### src/rtl/seg_disp_pkg.sv
// Shared widths and state encoding for the seven-segment display arbiter.
package seg_disp_pkg;

    localparam int unsigned DATA_W  = 20;
    localparam int unsigned POINT_W = 6;
    localparam int unsigned GID_W   = 3;

    typedef enum logic [1:0] {
        IDLE,
        SHOW,
        BLANK
    } state_e;

endpackage

### src/rtl/seg_disp_arbiter_rr_pick.sv
// Round-robin picker: first valid source after i_ptr, wrapping, the pointer itself last.
module rr_pick
    import seg_disp_pkg::*;
#(
    parameter int unsigned N_REQ = 4
) (
    input  logic [N_REQ-1:0] i_req_valid,
    input  logic [GID_W-1:0] i_ptr,
    output logic             o_any,
    output logic [GID_W-1:0] o_win
);

    int unsigned w_idx;

    // Scan from farthest to nearest so the nearest hit is the one left standing.
    always_comb begin
        o_any = 1'b0;
        o_win = '0;
        w_idx = 0;
        for (int k = N_REQ - 1; k >= 0; k--) begin
            w_idx = (int'(i_ptr) + 1 + k) % N_REQ;
            if (|(i_req_valid & (N_REQ'(1) << w_idx))) begin
                o_any = 1'b1;
                o_win = GID_W'(w_idx);
            end
        end
    end

endmodule

### src/rtl/seg_disp_arbiter.sv
// Time-shares the six-digit display between N_REQ sources with a minimum hold and a blank gap.
module seg_disp_arbiter
    import seg_disp_pkg::*;
#(
    parameter int unsigned N_REQ     = 4,
    parameter int unsigned HOLD_CYC  = 50_000_000,
    parameter int unsigned BLANK_CYC = 2_500_000
) (
    input  logic                     sys_clk,
    input  logic                     sys_rst,
    input  logic [N_REQ-1:0]         req_valid,
    input  logic [DATA_W*N_REQ-1:0]  req_data,
    input  logic [POINT_W*N_REQ-1:0] req_point,
    input  logic [N_REQ-1:0]         req_sign,
    output logic [N_REQ-1:0]         req_ack,
    output logic [GID_W-1:0]         grant_id,
    output logic [DATA_W-1:0]        data,
    output logic [POINT_W-1:0]       point,
    output logic                     seg_en,
    output logic                     sign
);

    localparam int unsigned HOLD_W  = (HOLD_CYC > 1) ? $clog2(HOLD_CYC) : 1;
    localparam int unsigned BLANK_W = (BLANK_CYC > 1) ? $clog2(BLANK_CYC) : 1;
    localparam logic [HOLD_W-1:0]  HOLD_LAST  = HOLD_W'(HOLD_CYC - 1);
    localparam logic [BLANK_W-1:0] BLANK_LAST = BLANK_W'((BLANK_CYC > 0) ? BLANK_CYC - 1 : 0);

    state_e               r_state, w_state_d;
    logic [HOLD_W-1:0]    r_hold, w_hold_d;
    logic [BLANK_W-1:0]   r_blank, w_blank_d;
    logic [GID_W-1:0]     r_ptr;
    logic [GID_W-1:0]     r_grant_id;
    logic [N_REQ-1:0]     r_ack;
    logic [DATA_W-1:0]    r_data;
    logic [POINT_W-1:0]   r_point;
    logic                 r_sign;
    logic                 r_seg_en;

    logic                 w_any;
    logic [GID_W-1:0]     w_win;
    logic                 w_grant;
    logic                 w_expired;
    logic [N_REQ-1:0]     w_own_mask;
    logic                 w_owner_valid;
    logic                 w_other_valid;
    logic [DATA_W-1:0]    w_win_data, w_own_data;
    logic [POINT_W-1:0]   w_win_point, w_own_point;
    logic                 w_win_sign, w_own_sign;

    rr_pick #(
        .N_REQ (N_REQ)
    ) u_rr_pick (
        .i_req_valid (req_valid),
        .i_ptr       (r_ptr),
        .o_any       (w_any),
        .o_win       (w_win)
    );

    assign w_own_mask    = N_REQ'(1) << r_grant_id;
    assign w_owner_valid = |(req_valid & w_own_mask);
    assign w_other_valid = |(req_valid & ~w_own_mask);
    assign w_expired     = (r_hold == HOLD_LAST);

    // Select the winner's and the current owner's fields from the packed request buses.
    always_comb begin
        w_win_data  = '0;
        w_win_point = '0;
        w_win_sign  = 1'b0;
        w_own_data  = '0;
        w_own_point = '0;
        w_own_sign  = 1'b0;
        for (int i = 0; i < N_REQ; i++) begin
            if (w_win == GID_W'(i)) begin
                w_win_data  = req_data[i*DATA_W +: DATA_W];
                w_win_point = req_point[i*POINT_W +: POINT_W];
                w_win_sign  = req_sign[i];
            end
            if (r_grant_id == GID_W'(i)) begin
                w_own_data  = req_data[i*DATA_W +: DATA_W];
                w_own_point = req_point[i*POINT_W +: POINT_W];
                w_own_sign  = req_sign[i];
            end
        end
    end

    // Next-state logic: grants, hold/blank counting and owner changes.
    always_comb begin
        w_state_d = r_state;
        w_hold_d  = r_hold;
        w_blank_d = r_blank;
        w_grant   = 1'b0;
        unique case (r_state)
            IDLE: begin
                if (w_any) begin
                    w_grant   = 1'b1;
                    w_state_d = SHOW;
                    w_hold_d  = '0;
                end
            end
            SHOW: begin
                if (!w_expired) begin
                    w_hold_d = r_hold + HOLD_W'(1);
                end else if (w_other_valid) begin
                    if (BLANK_CYC == 0) begin
                        w_grant  = 1'b1;
                        w_hold_d = '0;
                    end else begin
                        w_state_d = BLANK;
                        w_blank_d = '0;
                    end
                end else if (!w_owner_valid) begin
                    w_state_d = IDLE;
                end
            end
            BLANK: begin
                if (r_blank == BLANK_LAST) begin
                    if (w_any) begin
                        w_grant   = 1'b1;
                        w_state_d = SHOW;
                        w_hold_d  = '0;
                    end else begin
                        w_state_d = IDLE;
                    end
                end else begin
                    w_blank_d = r_blank + BLANK_W'(1);
                end
            end
            default: w_state_d = IDLE;
        endcase
    end

    // State and counter registers.
    always_ff @(posedge sys_clk) begin
        if (sys_rst) begin
            r_state <= IDLE;
            r_hold  <= '0;
            r_blank <= '0;
        end else begin
            r_state <= w_state_d;
            r_hold  <= w_hold_d;
            r_blank <= w_blank_d;
        end
    end

    // Output registers: latch on grant, follow a valid owner while shown, otherwise hold.
    always_ff @(posedge sys_clk) begin
        if (sys_rst) begin
            r_ptr      <= GID_W'(N_REQ - 1);
            r_grant_id <= '0;
            r_ack      <= '0;
            r_data     <= '0;
            r_point    <= '0;
            r_sign     <= 1'b0;
            r_seg_en   <= 1'b0;
        end else begin
            r_ack    <= '0;
            r_seg_en <= (w_state_d == SHOW);
            if (w_grant) begin
                r_ptr      <= w_win;
                r_grant_id <= w_win;
                r_ack      <= N_REQ'(1) << w_win;
                r_data     <= w_win_data;
                r_point    <= w_win_point;
                r_sign     <= w_win_sign;
            end else if (r_state == SHOW && w_owner_valid) begin
                r_data  <= w_own_data;
                r_point <= w_own_point;
                r_sign  <= w_own_sign;
            end
        end
    end

    assign req_ack  = r_ack;
    assign grant_id = r_grant_id;
    assign data     = r_data;
    assign point    = r_point;
    assign sign     = r_sign;
    assign seg_en   = r_seg_en;

endmodule

### config.mk
export PLATFORM = sky130hd
export DESIGN_NAME = seg_disp_arbiter
export DESIGN_NICKNAME = d
export VERILOG_FILES = /design/src/rtl/seg_disp_pkg.sv /design/src/rtl/seg_disp_arbiter_rr_pick.sv /design/src/rtl/seg_disp_arbiter.sv
export SDC_FILE = /design/constraint.sdc
export NUM_CORES = 1
export LEC_CHECK = 0
export ABC_CLOCK_PERIOD_IN_PS = 4700
export CORE_ASPECT_RATIO = 0.75
export CORE_UTILIZATION = 51
export DETAILED_ROUTE_END_ITERATION = 10
export GPL_ROUTABILITY_DRIVEN = 0
export HOLD_SLACK_MARGIN = 0.03
export PLACE_DENSITY_LB_ADDON = 0.08
export SLEW_MARGIN = 20
export SYNTH_ARGS = -nofsm -noshare
export SYNTH_HDL_FRONTEND = slang
export SYNTH_HIERARCHICAL = 1
export SYNTH_SLANG_ARGS = --single-unit
### constraint.sdc
create_clock -name sys_clk -period 4.7 [get_ports sys_clk]
set_clock_uncertainty 0.05 [all_clocks]
set_input_delay 0.94 -clock sys_clk [delete_from_list [all_inputs] [get_ports sys_clk]]
set_output_delay 0.94 -clock sys_clk [all_outputs]
set_load 0.02 [all_outputs]
==> run metrics, run 1 <==
status=completed; Diodes inserted=0; initial antenna violation count=0; DRT iter0 DRCs=627; yosys warns=6; Final WS setup=0.695 ns; worst slew margin relative to its limit=25.3%; number of global-route vias before repair=6168; vias=6555; Tmin final=4.01 ns; # nets final=934; CP arrival=4.19 ns; number of synthesized flops with an enable pin=0; CTS max path bufs=2; GRT overflow=0; clock root buffer=clkbuf_16; number of fill cells in the layout=921; CP Max Fanout=22; Syn Std Cell Area=roughly 0.006 mm^2; H-Tree Depth=3; post-CTS sizing=0; simple-gate share of the synthesized area=between 20 and 25%; Tot GR Track Use=31.6%; Peak VDD IR=around 500 uV; final setup vio count=0; WS Path Type=in2reg; ys async rst share=0%; ys flop type=dfxtp_1; combinational power share=roughly three fifths; Finished Cell Area=0.00792 mm^2; adder-cell area share of the yosys netlist=1.45%; synthesis-to-layout area growth=31.6%; first-pass GRT wire length=roughly 30000 um; Initial Util=~54%; count of cell types in the netlist=67; max cap viols=0; largest family of logic cells by synthesized area=compound AO/OA/AOI/OAI gates; core area=0.0112 mm^2; FMAX=250 MHz; Worst Max-Slew Pin Slew=between 1 and 1.5 ns; post-synthesis net count=825; CP startpoint kind=input port; RSZ-0062 raised after global routing=false; top cells by area in the synthesized netlist=dfxtp_1 (29%), mux2i_1 (7.5%), o221ai_1 (6.0%); leakage power=between 2 and 3 nW; die width=127 um; period utilization=85.2%; Clk network pwr share=~17%; Place WS=0.359 ns; Reg area=0.00174 mm^2; WHS=0.423 ns; multi-input logic area=0.00401 mm^2; switching power share of the total=42.7%; Worst EP required=4.88 ns; Port Buffers=~150; post-synthesis area per instance=around 8.6 um^2; antenna-violating nets left=0; DP HPWL=13400 um; Routed WL=a little under 20000 um; ratio of cells with drive above 1 in the final layout=7.21%; final max-slew violation count=0; Seq/Total Area, Yosys=between 20 and 30%; TritonCTS Buffers=9; Flop pwr share=a little under a quarter; detailed-route DRC error count=0; fraction of post-synthesis cell area in the top cell type by area=28.9%; CTS tree=built; drt first pass iters=5; most frequent cell after synthesis=dfxtp_1; Sink Count=between 80 and 90; Post-CTS Setup Repair Bufs=0; post-synthesis mux area share=12.2%; Die Y=96.1 um; full die area=between 0.01 and 0.015 mm^2; Core Rows=33; CTS hold repair buffers=0; post-synthesis compound-gate area fraction=29.7%; Worst setup EP type=flop; CTS clk-pin slew, worst paths=0.07 ns; Worst-Skew Late Latency=0.34 ns; min-delay worst type=reg2reg; Power Dens Cells=544 mW/mm^2; WL per Instance=around 20 um; cell taking the most area after synthesis=dfxtp_1; commonest cells in the netlist=dfxtp_1 (87), nand2_1 (52), clkbuf_1 (47), nand3_1 (46), mux2i_1 (45); Post-DP Area=0.00760 mm^2; I/O pins=149; Int Pwr=2.47 mW; Seq cells post-synth=87; largest net degree at the start of global routing=54; Gate Count Post-Synth=704; Post-Synth XOR/XNOR Area=0.145%; TNS Setup=0 ns; vias per std cell=a little under 7; Psw=1.84 mW; Final Hold Viols=0
power by group through the flow:
stage | combinational (mW) | sequential, mW | clock [mW]
2_1_floorplan | 1.55 | 1.15 | 0
3_3_place_gp | 2.40 | 1.02 | 0
3_5_place_dp | 2.49 | 1.03 | 0
4_1_cts | 2.50 | 1.02 | 0.738
5_1_grt | 2.74 | 1.04 | 0.760
6_report | 2.56 | 1.02 | 0.725
routing by layer:
layer | GRT usage, % | wire length [um]
met5 | 0 | 0
met4 | 12.8 | 573
met3 | 5.23 | 1330
met2 | 53.7 | 9010
met1 | 40.3 | 8540
kinds of logic after synthesis:
family                   after synthesis
XOR/XNOR                               1
buffers and inverters                 78
AO/OA/AOI/OAI                        227
AND/OR/NAND/NOR                      245
flip-flops                            87
multiplexers                          58
other                                  1
adder cells (fa/ha/maj)                7
path summary, 6_finish.rpt:
| kind | endpoint | cells after the start | slack, ns | start |
|---|---|---|---|---|
| setup / recovery | data[2] | 9 | 0.69 | req_valid[2] |
| hold / removal | r_hold[22] | 2 | 0.42 | r_hold[22] |
| setup reg to reg | data[2] | 10 | 1.07 | r_ptr[0] |
| hold reg to reg | r_hold[22] | 2 | 0.42 | r_hold[22] |
final cells by class:
type	count	area share (%)
Clock inverter	3	0.537
Inverter	12	0.569
Multi-Input combinational cell	539	50.6
Clock buffer	13	3.16
Timing Repair Buffer	164	20.6
Tap cell	157	2.48
Sequential cell	87	22.0
worst max-delay path, stage by stage:
cell,delay (ns)
clkdlybuf4s50_1,0.55
a22o_1,0.28
a221o_2,0.35
nor4_1,0.56
a311oi_4,0.05
nand2b_1,0.64
o221ai_1,0.40
nor3_1,0.10
a221o_1,0.30
per-stage QoR:
step / util [%] / total power [mW] / std cells
2_1_floorplan: - / 2.71 / 704
3_3_place_gp: 67.9 / 3.42 / 958
3_5_place_dp: 67.9 / 3.52 / 958
4_1_cts: 70.5 / 4.26 / 974
5_1_grt: 70.8 / 4.54 / 975
6_report: 70.8 / 4.31 / 975
flip-flops by register name, summed over array words and instances (netlist names):
name and count:
req_ack 4, sign 1, data 20, r_hold 26, r_ptr 3, r_blank 22, r_state 2, point 6
grant_id 2, seg_en 1
layout by cell type, fill, tap and decap left out, drive strengths merged, types with 5 or more instances in the layout:
master         synthesis  routed
dfxtp                 87      87
a22o                   5       5
o2111ai                9       9
clkbuf                47      13
a211o                 23      23
nor4                   9       9
clkdlybuf4s50          0     148
a21oi                 40      40
o221ai                41      41
ha                     7       7
nand4                 13      13
mux4                  12      12
a221o                 29      29
o21ai                 28      28
inv                   12      12
nand3b                16      16
nand2                 52      52
and3                   6       6
nor3                  27      27
nor2                  16      16
nand2b                10      10
nor2b                 24      24
nand3                 46      46
buf                   19      16
mux2i                 45      45
or4                    5       5
a2111o                15      15
a211oi                 8       8
or3                    5       5
Power figures use the tool's default switching activity.
==> run 2, diff against run 1 <==
CORE_ASPECT_RATIO = 1.25   (was 0.75)
==> run metrics, run 2 (same netlist as run 1, synthesis figures left out) <==
status=completed; min-delay worst type=reg2reg; max cap viols=0; first-pass GRT wire length=30300 um; GRT overflow=0; Hold EP=r_hold[15]; drt first pass iters=5; FF-to-FF setup slack=~1.3 ns; combinational power share=about 60%; final setup vio count=0; Worst EP required=4.87 ns; Int Pwr=2.47 mW; ratio of cells with drive above 1 in the final layout=8.04%; Final Hold Viols=0; Hold Startpoint=r_hold[15]; Core Rows=44; Worst Max-Slew Pin Slew=roughly 1.1 ns; detailed-route DRC error count=0; Tot GR Track Use=31.2%; CTS max path bufs=2; Post-CTS Setup Repair Bufs=0; Crit Reg-Reg Startpoint=r_ptr[0]; worst slew margin relative to its limit=26.1%; Diodes inserted=0; Worst-Skew Late Latency=0.34 ns; Initial Util=approximately 52%; number of global-route vias before repair=approximately 6000; WS Path Type=in2reg; Sink Count=87; DP HPWL=around 13000 um; synthesis-to-layout area growth=31.7%; CP arrival=a little under 4 ns; most frequent cells in the layout=clkdlybuf4s50_1 (148), dfxtp_1 (85), nand2_1 (52); R2R Path End=point[1]; Routed WL=19200 um; I/O pins=149; core area=roughly 0.012 mm^2; TNS Setup=0 ns; RSZ-0062 raised after global routing=false; CTS hold repair buffers=0; final core occ=68.5%; # nets final=around 940; Flop pwr share=23.3%; initial antenna violation count=0; R2R cell count=11; vias per std cell=6.77; clock root buffer=clkbuf_16; H-Tree Depth=3; Worst Setup SP=req_valid[0]; switching power share of the total=43.1%; CP startpoint kind=input port; Worst setup EP type=flop; leakage power=2.64 nW; Clk network pwr share=17.1%; WL per Instance=20.0 um; period utilization=between 80% and 90%; vias=6491; largest net degree at the start of global routing=48; Peak VDD IR=481 uV; Die Y=roughly 120 um; Psw=around 1.9 mW; Port Buffers=148; full die area=0.0122 mm^2; post-CTS sizing=0; CTS clk-pin slew, worst paths=0.07 ns; CTS tree=built; die width=99.2 um; Power Dens Cells=around 550 mW/mm^2; Biggest register=r_hold; TritonCTS Buffers=9; CP Max Fanout=17; Tmin final=3.78 ns; final max-slew violation count=0; antenna-violating nets left=0; FMAX=264 MHz; most common cell after layout, fill and taps aside=clkdlybuf4s50_1; DRT iter0 DRCs=384; max reg flops=26; hold depth=2
run 2: cell types whose count changed in the layout (fill, tap and decap cells not counted), sizes merged:
cell / previous run / this run
buf: 16 / 19
clkbuf: 13 / 9
clkinvlp: 1 / 2
inv: 12 / 15
run 2: metal layers:
metal  global-route usage [%]  vias to the layer above  wire length, um
li1                         -                     3036                -
met1                     38.6                     3161             7840
met4                     15.3                        0              658
met3                     3.84                       42             1120
met5                        0                        -                0
met2                     53.9                      252             9560
run 2: critical path, cell delays in order:
cell,delay (ns)
clkdlybuf4s50_1,0.55
a22o_1,0.29
a221o_1,0.31
nor4_1,0.56
a311oi_4,0.08
nand2b_1,0.33
buf_4,0.30
o221ai_1,0.21
nor3_1,0.07
a221o_1,0.30
run 2: worst max-delay path by stage:
stage / end / slack [ns] / cells after the start
4_1_cts: point[5] / 0.76 / 11
5_1_grt: point[5] / 0.75 / 12
3_5_place_dp: point[5] / 0.41 / 11
6_report: point[1] / 0.92 / 10
3_3_place_gp: r_hold[8] / 0.55 / 11
2_1_floorplan: sign / 1.14 / 7
run 2: per-stage QoR:
step	area (um^2)	hold slack, ns	setup WS (ns)	instances	power, mW
final	7930	0.425	0.916	959	4.34
after global routing	7930	0.454	0.747	959	4.59
after CTS	7890	0.427	0.759	958	4.30
after detailed placement	7590	0.418	0.411	942	3.55
after global placement	7590	0.407	0.552	942	3.48
after floorplan	6020	0.392	1.14	704	2.71
run 2: final cells by class:
type / instances / area, um^2
flip-flops and latches: 87 / 1740
clock inverters: 7 / 78.8
fillers: 902 / 3640
clock buffers: 9 / 225
well taps: 138 / 173
multi-input cells: 539 / 4020
inverters: 12 / 45.0
repair buffers: 167 / 1640
run 2: power groups by stage:
stage | logic (mW) | clock network (mW) | registers (mW)
2_1_floorplan | 1.55 | 0 | 1.15
3_3_place_gp | 2.47 | 0 | 1.02
3_5_place_dp | 2.52 | 0 | 1.03
4_1_cts | 2.54 | 0.749 | 1.01
5_1_grt | 2.78 | 0.780 | 1.03
6_report | 2.59 | 0.741 | 1.01
==> run 3, diff against run 2 <==
ABC_CLOCK_PERIOD_IN_PS = 3900   (was 4700)
clock period = 3.9 ns   (was 4.7 ns; I/O delays follow)
==> run metrics, run 3 (same netlist as run 1, synthesis figures left out) <==
Post-DP Area=approximately 0.0077 mm^2; CP startpoint kind=input port; I/O pins=149; Die Y=approximately 120 um; hold depth=2; FF-to-FF setup slack=roughly 0.74 ns; vias=6549; Post-CTS Setup Repair Bufs=0; max cap viols=0; Buf/Inv on CP=3; status=completed; H-Tree Depth=3; WS Path Type=in2reg; ratio of cells with drive above 1 in the final layout=between 8 and 9%; CP Max Fanout=between 40 and 50; combinational power share=58.8%; antenna-violating nets left=0; clock root buffer=clkbuf_16; Power Dens Cells=667 mW/mm^2; Flop pwr share=23.2%; period utilization=88.3%; initial antenna violation count=0; final setup vio count=0; Crit path depth=12; slowest cell delay on critical path=about 0.65 ns; RSZ-0062 raised after global routing=false; # nets final=~940; most frequent cells in the layout=clkdlybuf4s50_1 (148), dfxtp_1 (85), nand2_1 (52); cells along the critical path=clkdlybuf4s50_1 > a22o_1 > a221o_1 > nor2_1 > nand3_1 > nand2b_1 > nor4_1 > buf_4 > a21oi_4 > buf_12 > a2111oi_2 > mux2i_1; non-filler cells, final=960; Final Hold Viols=0; Peak VDD IR=556 uV; synthesis-to-layout area growth=33.0%; Routed WL=19300 um; Worst-Skew Late Latency=0.34 ns; slowest cell on the critical path=clkdlybuf4s50_1; Clk network pwr share=18.0%; Core Rows=44; final max-slew violation count=0; max reg flops=26; GRT overflow=0; detailed-route DRC error count=0; largest net degree at the start of global routing=51; placed cell count=between 900 and 1000; DRT iter0 DRCs=440; Finished Cell Area=0.00801 mm^2; Tmin final=roughly 3.4 ns; drt first pass iters=5; Worst Max-Slew Pin Slew=about 1.1 ns; core area=0.0116 mm^2; Worst EP required=4.11 ns; leakage power=2.68 nW; Int Pwr=between 3 and 4 mW; Biggest register=r_hold; most common cell after layout, fill and taps aside=clkdlybuf4s50_1; CTS hold repair buffers=0; post-CTS sizing=0; delay-heaviest family, CP=buffers and inverters; die width=about 100 um; Port Buffers=roughly 150; full die area=0.0122 mm^2; worst slew margin relative to its limit=27.7%; CTS clk-pin slew, worst paths=approximately 0.070 ns; FMAX=roughly 290 MHz; CP arrival=3.66 ns; TNS Setup=0 ns; final core occ=69.2%; Tot GR Track Use=a little under a third; Worst setup EP type=flop; min-delay worst type=reg2reg; TritonCTS Buffers=9; Initial Util=52.1%; switching power share of the total=41.5%; vias per std cell=6.82; R2R cell count=12; WL per Instance=20.2 um; Psw=2.22 mW; first-pass GRT wire length=around 30000 um; Sink Count=slightly below 90; number of global-route vias before repair=6204; CTS max path bufs=2; CTS tree=built; Diodes inserted=0; DP HPWL=13300 um
==> run 3: changes by cell type in the layout (fill, tap and decap cells not counted), sizes merged <==
cell,change
clkinvlp,-2
bufinv,+1
clkbuf,+3
clkinv,+1
inv,-3
buf,+1
==> run 3: final cells by class <==
class                      instances  area [um^2]
inverter                          12         45.0
multi-input combinational        539         4020
sequential                        87         1740
tap                              138          173
fill                             931         3560
clock inverter                     4         77.6
clock buffer                      12          256
timing repair buffer             168         1690
==> run 3: power by group through the flow <==
stage	Combinational, mW	Clock [mW]	Sequential [mW]
after floorplan	1.87	0	1.39
after global placement	3.02	0	1.24
after detailed placement	3.11	0	1.25
after CTS	3.13	0.974	1.24
after global routing	3.39	1.01	1.26
final	3.14	0.960	1.24
==> run 3: final timing paths <==
| check | startpoint | to |
|---|---|---|
| setup / recovery | req_valid[0] | r_hold[12] |
| hold / removal | r_blank[21] | r_blank[21] |
| setup reg to reg | r_ptr[0] | r_hold[4] |
| hold reg to reg | r_blank[21] | r_blank[21] |
==> run 3: worst reg2reg max path, stage by stage, from the launching register on <==
cell and delay (ns):
dfxtp_1 0.38, inv_1 0.12, ha_1 0.29, a22o_1 0.27, a221o_1 0.31, nor2_1 0.24, nand3_1 0.16, nand2b_1 0.15
nor2_1 0.12, a211o_1 0.33, buf_4 0.22, a2111o_1 0.40, nand2_1 0.07
==> run 3: metal layers <==
metal  share of wire [%]  GRT usage [%]  wire length, um
met3                 6.1           6.16             1190
met5                   0              0                0
met1                  41           37.6             7860
met2                  50           54.7             9590
met4                 3.7           14.9              713
==> run 3: through the flow <==
stage               worst slack, ns  power [mW]  hold slack, ns
floorplan                     0.505        3.26           0.392
global placement              0.301        4.26           0.404
detailed placement            0.123        4.36           0.418
CTS                           0.467        5.34           0.429
global route                  0.282        5.66           0.443
finish                        0.456        5.34           0.432
